$ cat src/rtl/ysyx_23060061_axi_arbiter.sv
// ysyx_23060061_axi_arbiter: shares one AXI4 slave port between IFU (M0, read) and LSU (M1, read/write)
// One whole transaction owns the bus at a time; round-robin between masters.
module ysyx_23060061_axi_arbiter #(
   parameter int ADDR_W = 32,
   parameter int DATA_W = 32
) (
   input  logic                clk,
   input  logic                rst,
   input  logic [ADDR_W-1:0]   m0_araddr,
   input  logic [3:0]          m0_arid,
   input  logic [7:0]          m0_arlen,
   input  logic [2:0]          m0_arsize,
   input  logic [1:0]          m0_arburst,
   input  logic                m0_arvalid,
   output logic                m0_arready,
   output logic [DATA_W-1:0]   m0_rdata,
   output logic [1:0]          m0_rresp,
   output logic [3:0]          m0_rid,
   output logic                m0_rlast,
   output logic                m0_rvalid,
   input  logic                m0_rready,
   input  logic [ADDR_W-1:0]   m1_araddr,
   input  logic [3:0]          m1_arid,
   input  logic [7:0]          m1_arlen,
   input  logic [2:0]          m1_arsize,
   input  logic [1:0]          m1_arburst,
   input  logic                m1_arvalid,
   output logic                m1_arready,
   output logic [DATA_W-1:0]   m1_rdata,
   output logic [1:0]          m1_rresp,
   output logic [3:0]          m1_rid,
   output logic                m1_rlast,
   output logic                m1_rvalid,
   input  logic                m1_rready,
   input  logic [ADDR_W-1:0]   m1_awaddr,
   input  logic [3:0]          m1_awid,
   input  logic [7:0]          m1_awlen,
   input  logic [2:0]          m1_awsize,
   input  logic [1:0]          m1_awburst,
   input  logic                m1_awvalid,
   output logic                m1_awready,
   input  logic [DATA_W-1:0]   m1_wdata,
   input  logic [DATA_W/8-1:0] m1_wstrb,
   input  logic                m1_wlast,
   input  logic                m1_wvalid,
   output logic                m1_wready,
   output logic [1:0]          m1_bresp,
   output logic [3:0]          m1_bid,
   output logic                m1_bvalid,
   input  logic                m1_bready,
   output logic [ADDR_W-1:0]   s_araddr,
   output logic [3:0]          s_arid,
   output logic [7:0]          s_arlen,
   output logic [2:0]          s_arsize,
   output logic [1:0]          s_arburst,
   output logic                s_arvalid,
   input  logic                s_arready,
   input  logic [DATA_W-1:0]   s_rdata,
   input  logic [1:0]          s_rresp,
   input  logic [3:0]          s_rid,
   input  logic                s_rlast,
   input  logic                s_rvalid,
   output logic                s_rready,
   output logic [ADDR_W-1:0]   s_awaddr,
   output logic [3:0]          s_awid,
   output logic [7:0]          s_awlen,
   output logic [2:0]          s_awsize,
   output logic [1:0]          s_awburst,
   output logic                s_awvalid,
   input  logic                s_awready,
   output logic [DATA_W-1:0]   s_wdata,
   output logic [DATA_W/8-1:0] s_wstrb,
   output logic                s_wlast,
   output logic                s_wvalid,
   input  logic                s_wready,
   input  logic [1:0]          s_bresp,
   input  logic [3:0]          s_bid,
   input  logic                s_bvalid,
   output logic                s_bready
);
   typedef enum logic [1:0] {IDLE, RD, WR} state_t;
   state_t state_q, state_d;
   logic owner_q, owner_d, last_q, last_d;
   logic ar_done_q, ar_done_d, aw_done_q, aw_done_d, w_done_q, w_done_d;
   logic rd, wr, rd0, rd1, w1, m1_req, g, b_ok, rd_end, wr_end;

   assign rd = state_q == RD;
   assign wr = state_q == WR;
   assign rd0 = rd & ~owner_q;
   assign rd1 = rd & owner_q;
   assign w1 = m1_awvalid | m1_wvalid;
   assign m1_req = m1_arvalid | w1;
   // On a tie the master that did not win last time gets the bus
   assign g = (m0_arvalid & m1_req) ? ~last_q : m1_req;
   assign b_ok = wr & aw_done_q & w_done_q;
   assign rd_end = rd & s_rvalid & s_rready & s_rlast & ar_done_q;
   assign wr_end = s_bvalid & s_bready;

   assign s_araddr   = rd1 ? m1_araddr  : rd0 ? m0_araddr  : '0;
   assign s_arid     = rd1 ? m1_arid    : rd0 ? m0_arid    : '0;
   assign s_arlen    = rd1 ? m1_arlen   : rd0 ? m0_arlen   : '0;
   assign s_arsize   = rd1 ? m1_arsize  : rd0 ? m0_arsize  : '0;
   assign s_arburst  = rd1 ? m1_arburst : rd0 ? m0_arburst : '0;
   assign s_arvalid  = ~ar_done_q & (rd1 ? m1_arvalid : rd0 & m0_arvalid);
   assign m0_arready = rd0 & s_arready & ~ar_done_q;
   assign m1_arready = rd1 & s_arready & ~ar_done_q;
   assign s_rready   = rd1 ? m1_rready : rd0 & m0_rready;
   assign m0_rvalid  = rd0 & s_rvalid;
   assign m0_rdata   = rd0 ? s_rdata : '0;
   assign m0_rresp   = rd0 ? s_rresp : '0;
   assign m0_rid     = rd0 ? s_rid   : '0;
   assign m0_rlast   = rd0 & s_rlast;
   assign m1_rvalid  = rd1 & s_rvalid;
   assign m1_rdata   = rd1 ? s_rdata : '0;
   assign m1_rresp   = rd1 ? s_rresp : '0;
   assign m1_rid     = rd1 ? s_rid   : '0;
   assign m1_rlast   = rd1 & s_rlast;

   assign s_awaddr   = wr ? m1_awaddr  : '0;
   assign s_awid     = wr ? m1_awid    : '0;
   assign s_awlen    = wr ? m1_awlen   : '0;
   assign s_awsize   = wr ? m1_awsize  : '0;
   assign s_awburst  = wr ? m1_awburst : '0;
   assign s_awvalid  = wr & ~aw_done_q & m1_awvalid;
   assign m1_awready = wr & ~aw_done_q & s_awready;
   assign s_wdata    = wr ? m1_wdata : '0;
   assign s_wstrb    = wr ? m1_wstrb : '0;
   assign s_wlast    = wr & m1_wlast;
   assign s_wvalid   = wr & ~w_done_q & m1_wvalid;
   assign m1_wready  = wr & ~w_done_q & s_wready;
   // B is only exposed once both address and data have been handed over
   assign s_bready   = b_ok & m1_bready;
   assign m1_bvalid  = b_ok & s_bvalid;
   assign m1_bresp   = b_ok ? s_bresp : '0;
   assign m1_bid     = b_ok ? s_bid   : '0;

   always_comb begin
      state_d = state_q;
      owner_d = owner_q;
      last_d = last_q;
      ar_done_d = ar_done_q | (s_arvalid & s_arready);
      aw_done_d = aw_done_q | (s_awvalid & s_awready);
      w_done_d = w_done_q | (s_wvalid & s_wready);
      if (state_q == IDLE && (m0_arvalid | m1_req)) begin
         state_d = (g & w1) ? WR : RD;
         owner_d = g;
         last_d = g;
         ar_done_d = 1'b0;
         aw_done_d = 1'b0;
         w_done_d = 1'b0;
      end
      if (rd_end | wr_end) state_d = IDLE;
   end

   always_ff @(posedge clk) begin
      if (rst) begin
         state_q <= IDLE;
         owner_q <= 1'b0;
         last_q <= 1'b0;
         ar_done_q <= 1'b0;
         aw_done_q <= 1'b0;
         w_done_q <= 1'b0;
      end else begin
         state_q <= state_d;
         owner_q <= owner_d;
         last_q <= last_d;
         ar_done_q <= ar_done_d;
         aw_done_q <= aw_done_d;
         w_done_q <= w_done_d;
      end
   end
endmodule

$ cat config.mk
export PLATFORM = sky130hd
export DESIGN_NAME = ysyx_23060061_axi_arbiter
export DESIGN_NICKNAME = d
export VERILOG_FILES = /design/src/rtl/ysyx_23060061_axi_arbiter.sv
export SDC_FILE = /design/constraint.sdc
export NUM_CORES = 1
export LEC_CHECK = 0
export BUFFER_PORTS_ARGS = -buffer_cell sky130_fd_sc_hd__buf_2
export CORE_AREA = 4 4 181 183
export DETAILED_ROUTE_END_ITERATION = 8
export DIE_AREA = 0 0 185 187
export GPL_TIMING_DRIVEN = 0
export SETUP_SLACK_MARGIN = 0.3
export SLEW_MARGIN = 20
export SYNTH_ARGS = -nofsm -noshare
export SYNTH_HDL_FRONTEND = slang
export SYNTH_SLANG_ARGS = --single-unit
$ cat constraint.sdc
create_clock -name clk -period 2.2 [get_ports clk]
set_input_delay 0.66 -clock clk [delete_from_list [all_inputs] [get_ports clk]]
set_output_delay 0.66 -clock clk [all_outputs]
set_load 0.02 [all_outputs]
## Yosys cells after proc, flatten, opt, wreduce, memory -nomap -nowiden

Index checks and enable logic that the tools add are counted.

- Bitwise operators: 45
- Eq/ne operators: 2
- Muxes and demuxes: 29
- Reductions and logical operators: 4

Operator list:

| cell | count |
|---|---|
| 32-bit 2-to-1 mux | 6 |
| 1-bit bitwise AND | 34 |
| 4-bit 2-to-1 mux | 7 |
| 8-bit 2-to-1 mux | 3 |
| 2-bit 2-to-1 mux | 7 |
| 3-bit 2-to-1 mux | 3 |
| 1-bit bitwise OR | 7 |
| 1-bit NOT | 4 |
| 2-bit OR reduction | 2 |
| 1-bit 2-to-1 mux | 3 |
| 2-bit by 1-bit equality test with 1-bit output, second input constant | 1 |
| 2-bit equality test, second input constant | 1 |
| 2-bit logical NOT | 1 |
| 1-bit logical AND | 1 |

- Input port bits: 243
- Logic and storage cells: 85
- Output and inout bits: 231
- Bits in registers: 6

## Logic depth before layout (Yosys ltp)

Gate-level depths: netlist (run 1).

- Depth after elaboration: 9
- Mapped depth: 6

## Worst setup path after synthesis (run 1)

No wires, ideal clock.

- Kind: register to output
- Start: register last_q (netlist name)
- End: output port s_arvalid
- Stages on the path, launching flop included: 6
- Data required time: 1540 ps
- Setup slack: 175 ps
- Arrival: 1365 ps
- Path buffers: 2
- Path through: dfxtp_1 -> buf_2 -> nor3b_2 -> buf_2 -> a22oi_1 -> nor2_1

RTL lines:

| element | RTL line | source |
|---|---|---|
| end, declared | 56 | `output logic s_arvalid,` |

==> metrics.cfg, run 1 <==
[hold_path]
hold_end = ar_done_q
hold_path.class = register to register
min_path_cells = 2
hp-start = ar_done_q

[die]
rows = 65
core_sq_mm = 0.0312
dieArea_sq_mm = 0.0346
start_util = 0.0658
die_w_um = 185
die_y_um = 187
ios = 474

[power_and_ir_drop]
pwr-share-seq = 0.057
clock_power_share = 0.129
p_total_mw = 2.29
pwr-share-comb = 0.814
p_int_mw = 1.33
switching_share = 0.419
power_leakage_nw = 3.70
switchingPower_mw = 0.960
ir_drop_v = 0.000212
power_density_mw_per_mm2 = 336

[clocking]
numClockSinks = 6
cts_tree = yes
path_clk_slew_ps = 30
clock_latency_ps = 230
numCtsBuffers = 3
hold_buffers = 0
root_buffer = clkbuf_16
cts.htree.levels = 1
clockBufferDepth = 2

[setup_path]
r2r_cells = 6
rr_startpoint = last_q
r2r_slack_ps = 620
arrival_ps = 1590
start_kind = register
cp_max_fo = 10
worstSetupEndpointType = output port
path_class = register to output port
worstPathRequired_ps = 1540
worstReg2RegEnd = state_q[1]

[cells_and_area]
layout_common_cells = buf_2 (296), buf_6 (141), and2_4 (104)
finish.net_count = 1041
final_cell_count_no_fill = 1205
drive_above_1_share = 0.815
syn_to_final_growth_pct = 232
mostFrequentLayoutCell = buf_2

[drt]
firstDrtPassIters = 4
wl_per_cell_um = 21.4
ant_nets = 0
first_iter_violations = 139
vias = 4406
via_per_inst = 3.66
drc_errors = 0
drt_wl_total_um = 25800

[global_routing]
gr-total-overflow = 0
antenna_found_initial = 14
grt_use_total = 0.132
grt_pass1_vias = 4472
grt_max_degree = 11
grt_pass1_wl_um = 32400

[synth]
netlist_area_sq_mm = 0.00205
ys_ff_latch = 6
synthSimpleGateAreaFrac = 0.610
yosys.area_share.xor_xnor = 0
synth.area.mux_share = 0.0104
seq_area_frac_synth = 0.0585
synth-compound-area-share = 0.256
syn-num-nets = 542
ys_types = 30
synth_cells = 299
yosys_warnings = 0
avgSynthCellArea_sq_um = 6.87
synth_fa_ha_area_frac = 0
synth_top_family_by_area = simple AND/OR/NAND/NOR gates

[timing]
fin_crit_ps = 2250
tightest_slew_ps = 513
layout_setup_ws_ps = -46.0
fin_crit_sh = 1.02
slew_viol_final = 0
maxSlewHeadroom = 0.653
clock.fmax_ghz = 0.445
rsz0062_at_grt = yes
finalHoldViolations = 0
worst_clock_skew_ps = 1.26
final-setup-viol-count = 37

[run_status]
status = complete, but fails checks
violations = negative setup slack

[place]
placed_cells = 1174
hpwl_um = 22500
place.gp.congestion = 0.826
io_buffer_count = 473

[flow_run]
max-cap-violations = 0

[final cells by class]
class	instances	area, sq um
diodes	7	17.5
clock buffers	3	75.1
plain buffers	30	405
flip-flops and latches	6	129
inverters	1	3.75
repair buffers	494	3570
multi-input cells	262	2120
well taps	402	503
fillers	3475	24400
[per-stage QoR]
stage	setup WS, ps	util	setup TNS (ps)	area [sq um]	hold slack (ps)
3_5_place_dp	-491	0.158	-51560	4940	537
5_1_grt	-65.0	0.218	-2640	6820	617
3_3_place_gp	-458	0.158	-44320	4940	529
2_1_floorplan	305	-	0	2070	497
4_1_cts	-50.9	0.196	-1420	6110	560
6_report	-46.0	0.219	-515	6830	575
[cell usage after synthesis]
cell      count  share of area
a211o_1       1         0.0043
a211oi_1      1         0.0037
a211oi_2      1         0.0061
a21oi_1       2         0.0049
a22o_1       49           0.21
a22oi_1       1         0.0037
a311oi_1      1         0.0043
a31o_2        1         0.0043
a31oi_1       4          0.012
and2_1      172           0.52
and2b_1       1         0.0037
and3_1        1         0.0030
and3b_1       3          0.013
and4b_1       1         0.0049
buf_2        15          0.037
clkbuf_1     15          0.027
dfxtp_1       6          0.058
inv_1         1         0.0018
mux2_2        1         0.0055
mux2i_1       1         0.0049
nand2_1       2         0.0037
nand2b_1      1         0.0030
nor2_1        4         0.0073
nor2b_1       5          0.015
nor3b_1       4          0.015
nor3b_2       1         0.0061
nor4bb_1      1         0.0049
o211ai_1      1         0.0037
or3_1         1         0.0030
or4_1         1         0.0037
[registers in the layout (all words and copies together) (netlist names)]
register,cells
ar_done_q,1
aw_done_q,1
last_q,1
w_done_q,1
state_q,2
[power groups by stage]
stage / logic, mW / clock network [mW] / registers, mW
6_report: 1.87 / 0.296 / 0.132
5_1_grt: 1.97 / 0.304 / 0.133
4_1_cts: 1.62 / 0.296 / 0.129
3_5_place_dp: 1.28 / 0 / 0.131
3_3_place_gp: 1.27 / 0 / 0.130
2_1_floorplan: 0.650 / 0 / 0.127
[routing by layer]
metal	vias to the layer above	part of all wire	track usage
met3	32	0.12	0.0558
met2	339	0.55	0.269
li1	2019	-	-
met5	-	0.0040	0
met4	14	0.016	0.0240
met1	2002	0.31	0.118
[worst max-delay path, cell delays in order (launching register included)]
cell and delay (ps):
dfxtp_2 310, buf_6 120, and3b_1 200, buf_12 160
buf_12 150, a22o_4 260, buf_6 140
[timing repair]
item,in CTS,in global routing
gates cloned,5,4
gates resized for setup,313,228
setup buffers,10,2
endpoints found under the setup margin,231,231
pin swaps,36,49
[how the worst max path moves through the flow]
stage,startpoint,end,slack (ps),cells past startpoint
final,last_q,s_arlen[7],-50,6
after floorplan,state_q[1],s_araddr[10],300,4
after detailed placement,state_q[0],s_arlen[7],-490,4
after global placement,state_q[0],s_arburst[1],-460,4
after global routing,last_q,s_arlen[7],-70,6
after CTS,last_q,s_araddr[31],-50,6
[logic make-up (layout without fill, tap and decap cells)]
group	after synthesis	in the layout
buf+inv	31	528
mux	2	2
simple gates	198	198
flops	6	6
compound gates	62	62
other cells	0	7
Power figures use the tool's default switching activity.
==> run 2: changes to the inputs <==
- RECOVER_POWER: unset -> 25
- SLEW_MARGIN: 20 -> unset
==> run 2 against run 1 <==
  * The run still ends with negative setup slack left
  * Utilization hardly changed
  * Global-route usage stayed put
  * Critical endpoint unchanged
  * Register-to-register slack hardly changed
  * Worst setup slack stayed put
  * Flip-flop and latch count stayed put
  * Sequential share of layout area hardly changed
  * Non-clock buffer count stayed put
  * Via count stayed put
  * Cell area hardly changed
  * Cell count stayed put
==> metrics.cfg, run 2 (synthesis results as in run 1) <==
[drt]
first_iter_violations = 139
drt_wl_total_um = 25800
drc_errors = 0
firstDrtPassIters = 4
vias = 4406
wl_per_cell_um = 21.4
via_per_inst = 3.66
ant_nets = 0

[place]
placed_cells = 1174
dpl_cell_area_sq_mm = 0.00494
hpwl_um = 22500
dp_slack_ps = -491
io_buffer_count = 473
place.gp.congestion = 0.826

[timing]
maxSlewHeadroom = 0.653
tightest_slew_ps = 513
tns_ps = -515
finalHoldViolations = 0
rsz0062_at_grt = yes
clock.fmax_ghz = 0.445
fin_crit_ps = 2250
slew_viol_final = 0
layout_setup_ws_ps = -46.0
fin_crit_sh = 1.02
final-setup-viol-count = 37
hold_ws_ps = 575
worst_clock_skew_ps = 1.26

[hold_path]
hold_path.class = register to register

[die]
ios = 474
die_y_um = 187
start_util = 0.0658
dieArea_sq_mm = 0.0346
core_sq_mm = 0.0312
rows = 65
die_w_um = 185

[global_routing]
antenna_found_initial = 14
grt_max_degree = 11
gr-total-overflow = 0
grt_pass1_wl_um = 32400
grt_pass1_vias = 4472
grt_use_total = 0.132

[clocking]
numClockSinks = 6
cts_tree = yes
cts.htree.levels = 1
clockBufferDepth = 2
root_buffer = clkbuf_16
clock_latency_ps = 230
numCtsBuffers = 3
path_clk_slew_ps = 30

[cells_and_area]
final_cell_count_no_fill = 1205
finish.net_count = 1041
final_core_util = 0.219
drive_above_1_share = 0.814
largest_reg_flops = 2
mostFrequentLayoutCell = buf_2
final_area_sq_mm = 0.00683
fillCellCount = 3474
syn_to_final_growth_pct = 232
regMostFlops = state_q
layout_common_cells = buf_2 (295), buf_6 (141), and2_4 (104)

[run_status]
status = complete, but fails checks
violations = negative setup slack

[setup_path]
start_kind = register
worstPathRequired_ps = 1540
arrival_ps = 1590
cp_slowest_cell = dfxtp_2
endpoint = s_arlen[7]
cp_top_family = buffers and inverters
cp_max_fo = 10
worstSetupEndpointType = output port
worstReg2RegEnd = state_q[1]
rr_startpoint = last_q
cp_num_buf_inv = 4
r2r_cells = 6
path_class = register to output port
timing.critical_path.cells = buf_6, and3b_1, buf_12, buf_12, a22o_4, buf_6
r2r_slack_ps = 620
crit_start = last_q
cpPeakStageDelay_ps = 310
worstSetupPathDepth = 6

[power_and_ir_drop]
power_leakage_nw = 3.70
power_density_mw_per_mm2 = 336
p_total_mw = 2.29
ir_drop_v = 0.000212

[flow_run]
max-cap-violations = 0

[run 2: cell count changes in the layout (fill, tap and decap cells not counted)]
cell | previous run | this run
clkbuf_1 | 0 | 1
buf_2 | 296 | 295
[run 2: repair_timing]
action / CTS / global route
gates resized for setup: 313 / 228
cloned: 5 / 4
buffers inserted: 10 / 2
hold buffers: 0 / 0
hold endpoints to repair: 0 / 0
setup endpoints to repair: 231 / 231
pin swaps: 36 / 49
[run 2: cell type report]
class                           count  area (sq um)  share of cell area
Timing Repair Buffer              494          3570               0.523
Multi-Input combinational cell    262          2120               0.311
Sequential cell                     6           129              0.0189
Antenna cell                        7          17.5             0.00257
Clock buffer                        3          75.1              0.0110
Tap cell                          402           503              0.0737
Buffer                             30           405              0.0594
Inverter                            1          3.75            0.000550
[run 2: routing by layer]
metal  up-vias  GRT usage  routed length (um)
met4        14     0.0240                 404
met1      2002      0.118                8070
met3        32     0.0558                3080
met2       339      0.269               14200
li1       2019          -                   -
met5         -          0                 103
[run 2: worst register-to-register path: stages, from the launching register on]
cell and delay, ps:
dfxtp_2 310, buf_6 120, buf_4 120, buf_4 160, mux2i_1 140, nor4bb_1 500
a211oi_1 90
[run 2: worst min-delay path by stage]
stage,to,from,cells after the start
finish,ar_done_q,ar_done_q,2
global route,state_q[1],state_q[1],2
CTS,aw_done_q,aw_done_q,2
detailed placement,aw_done_q,aw_done_q,2
global placement,aw_done_q,aw_done_q,2
floorplan,aw_done_q,aw_done_q,2
[run 2: report_power, final]
group          internal [mW]  total, mW  leakage, nW  switching [mW]
sequential             0.119      0.132       0.0506          0.0127
clock                  0.233      0.296       0.0370          0.0622
combinational          0.981       1.87         3.61           0.885
total                   1.33       2.29         3.70           0.960
==> run 3: changes to the inputs <==
- CELL_PAD_IN_SITES_DETAIL_PLACEMENT: unset -> 1
- CELL_PAD_IN_SITES_GLOBAL_PLACEMENT: unset -> 1
- PLACE_DENSITY_LB_ADDON: unset -> 0.1
==> run 3 against run 2 <==
  * The flow still finishes with violations (negative setup slack)
  * Maximum frequency shrank 0.42%
  * Count of clock-buffer cells in the layout stayed put
  * Combinational power rose by 7%
  * Largest power group unchanged
  * Sequential share of layout area shrank 0.19 points
  * Critical endpoint is now s_araddr[17]
  * Cell area up 10%
==> metrics.cfg, run 3 (synthesis results as in run 1) <==
[drt]
via_per_inst = 3.58
first_iter_violations = 64
wl_per_cell_um = 17.9
drc_errors = 0
vias = 4338
firstDrtPassIters = 4
ant_nets = 0
drt_wl_total_um = 21700

[cells_and_area]
multi_input_area_sq_mm = 0.00221
fillCellCount = 3721
drive_above_1_share = 0.857
largest_reg_flops = 2
final_area_sq_mm = 0.00751
regArea_sq_um = 128
regMostFlops = state_q
final_cell_count_no_fill = 1212
mostFrequentLayoutCell = buf_2
layout_common_cells = buf_2 (248), buf_6 (208), and2_4 (137)
syn_to_final_growth_pct = 266
finish.net_count = 1054

[clocking]
numClockSinks = 6
root_buffer = clkbuf_16
path_clk_slew_ps = 40
cts.htree.levels = 1
clock_latency_ps = 230
numCtsBuffers = 3
cts_tree = yes
hold_buffers = 0
clockBufferDepth = 2

[place]
place.gp.congestion = 0.725
hpwl_um = 18100
placed_cells = 1174
io_buffer_count = 473
dpl_cell_area_sq_mm = 0.00494

[run_status]
status = complete, but fails checks
violations = negative setup slack

[timing]
final-setup-viol-count = 45
fin_crit_sh = 1.03
worst_clock_skew_ps = 1.37
maxSlewHeadroom = 0.607
clock.fmax_ghz = 0.443
layout_setup_ws_ps = -55.4
fin_crit_ps = 2260
tightest_slew_ps = 581
rsz0062_at_grt = yes
slew_viol_final = 0
finalHoldViolations = 0

[die]
die_w_um = 185
die_y_um = 187
ios = 474
rows = 65
dieArea_sq_mm = 0.0346
core_sq_mm = 0.0312
start_util = 0.0658

[flow_run]
max-cap-violations = 0

[power_and_ir_drop]
power_leakage_nw = 3.89
power_density_mw_per_mm2 = 323
ir_drop_v = 0.000179

[setup_path]
r2r_slack_ps = 610
arrival_ps = 1600
worstPathRequired_ps = 1540
cpPeakStageDelay_ps = 300
worstSetupEndpointType = output port
start_kind = register
crit_path_frequent_cell = buf_6
cp_slowest_cell = dfxtp_1
cp_max_fo = 10
path_class = register to output port
timing.critical_path.cells = buf_6, and3b_2, clkbuf_16, buf_12, a22o_4, buf_6

[global_routing]
grt_use_total = 0.114
grt_pass1_wl_um = 30300
gr-total-overflow = 0
grt_pass1_vias = 4914
grt_max_degree = 11
antenna_found_initial = 3

[hold_path]
hold_path.class = register to register

==> run 3: cell types whose count changed in the layout (fill, tap and decap cells not counted), sizes merged <==
cell	before	now
buf	516	524
diode	7	1
clkbuf	11	16
==> run 3: stage by stage <==
stage                     utilization  power, mW  hold WS [ps]  TNS (ps)  setup WS (ps)
after global routing            0.241       2.57           640     -6340           -101
final                           0.241       2.43           590      -963          -55.4
after floorplan                     -      0.777           497         0            305
after CTS                       0.228       2.37           572     -5020          -88.1
after global placement          0.158       1.39           566    -43670           -419
after detailed placement        0.158       1.38           559    -46900           -445
==> run 3: path summary, 6_finish.rpt <==
path | from | endpoint | cells past startpoint
worst min-delay path | aw_done_q | aw_done_q | 2
worst max-delay path | last_q | s_araddr[17] | 6
worst max register to register | state_q[0] | state_q[1] | 5
worst min register to register | aw_done_q | aw_done_q | 2
==> run 3: area by class of cell <==
cell class	instances	share of cell area
Buffer	30	0.0619
Multi-Input combinational cell	262	0.295
Timing Repair Buffer	507	0.549
Sequential cell	6	0.0170
Tap cell	402	0.0669
Antenna cell	1	0.000333
Inverter	1	0.000500
Clock buffer	3	0.00999
==> run 3: repair_timing <==
action / 4_1_cts / 5_1_grt
buffers inserted: 14 / 3
gates resized for setup: 588 / 129
gates cloned: 13 / 4
endpoints found under the setup margin: 231 / 231
pin swaps: 102 / 52
==> run 3: routing by layer <==
layer | vias to the layer above | global-route usage | share of wire
met5 | - | 0 | 0.00097
met4 | 4 | 0.0192 | 0.014
met3 | 16 | 0.0412 | 0.11
met2 | 286 | 0.245 | 0.58
met1 | 1991 | 0.0969 | 0.29
li1 | 2041 | - | -
==> run 3: worst max-delay path, delay by kind of cell (launching register included) <==
family / cells / cell delay (ps)
buf+inv: 4 / 570
simple gates: 1 / 240
compound gates: 1 / 260
flops: 1 / 300
==> run 3: report_power, final <==
group | internal (mW) | total, mW | switching (mW)
clock | 0.234 | 0.302 | 0.0677
sequential | 0.118 | 0.128 | 0.00942
combinational | 1.12 | 2.00 | 0.880
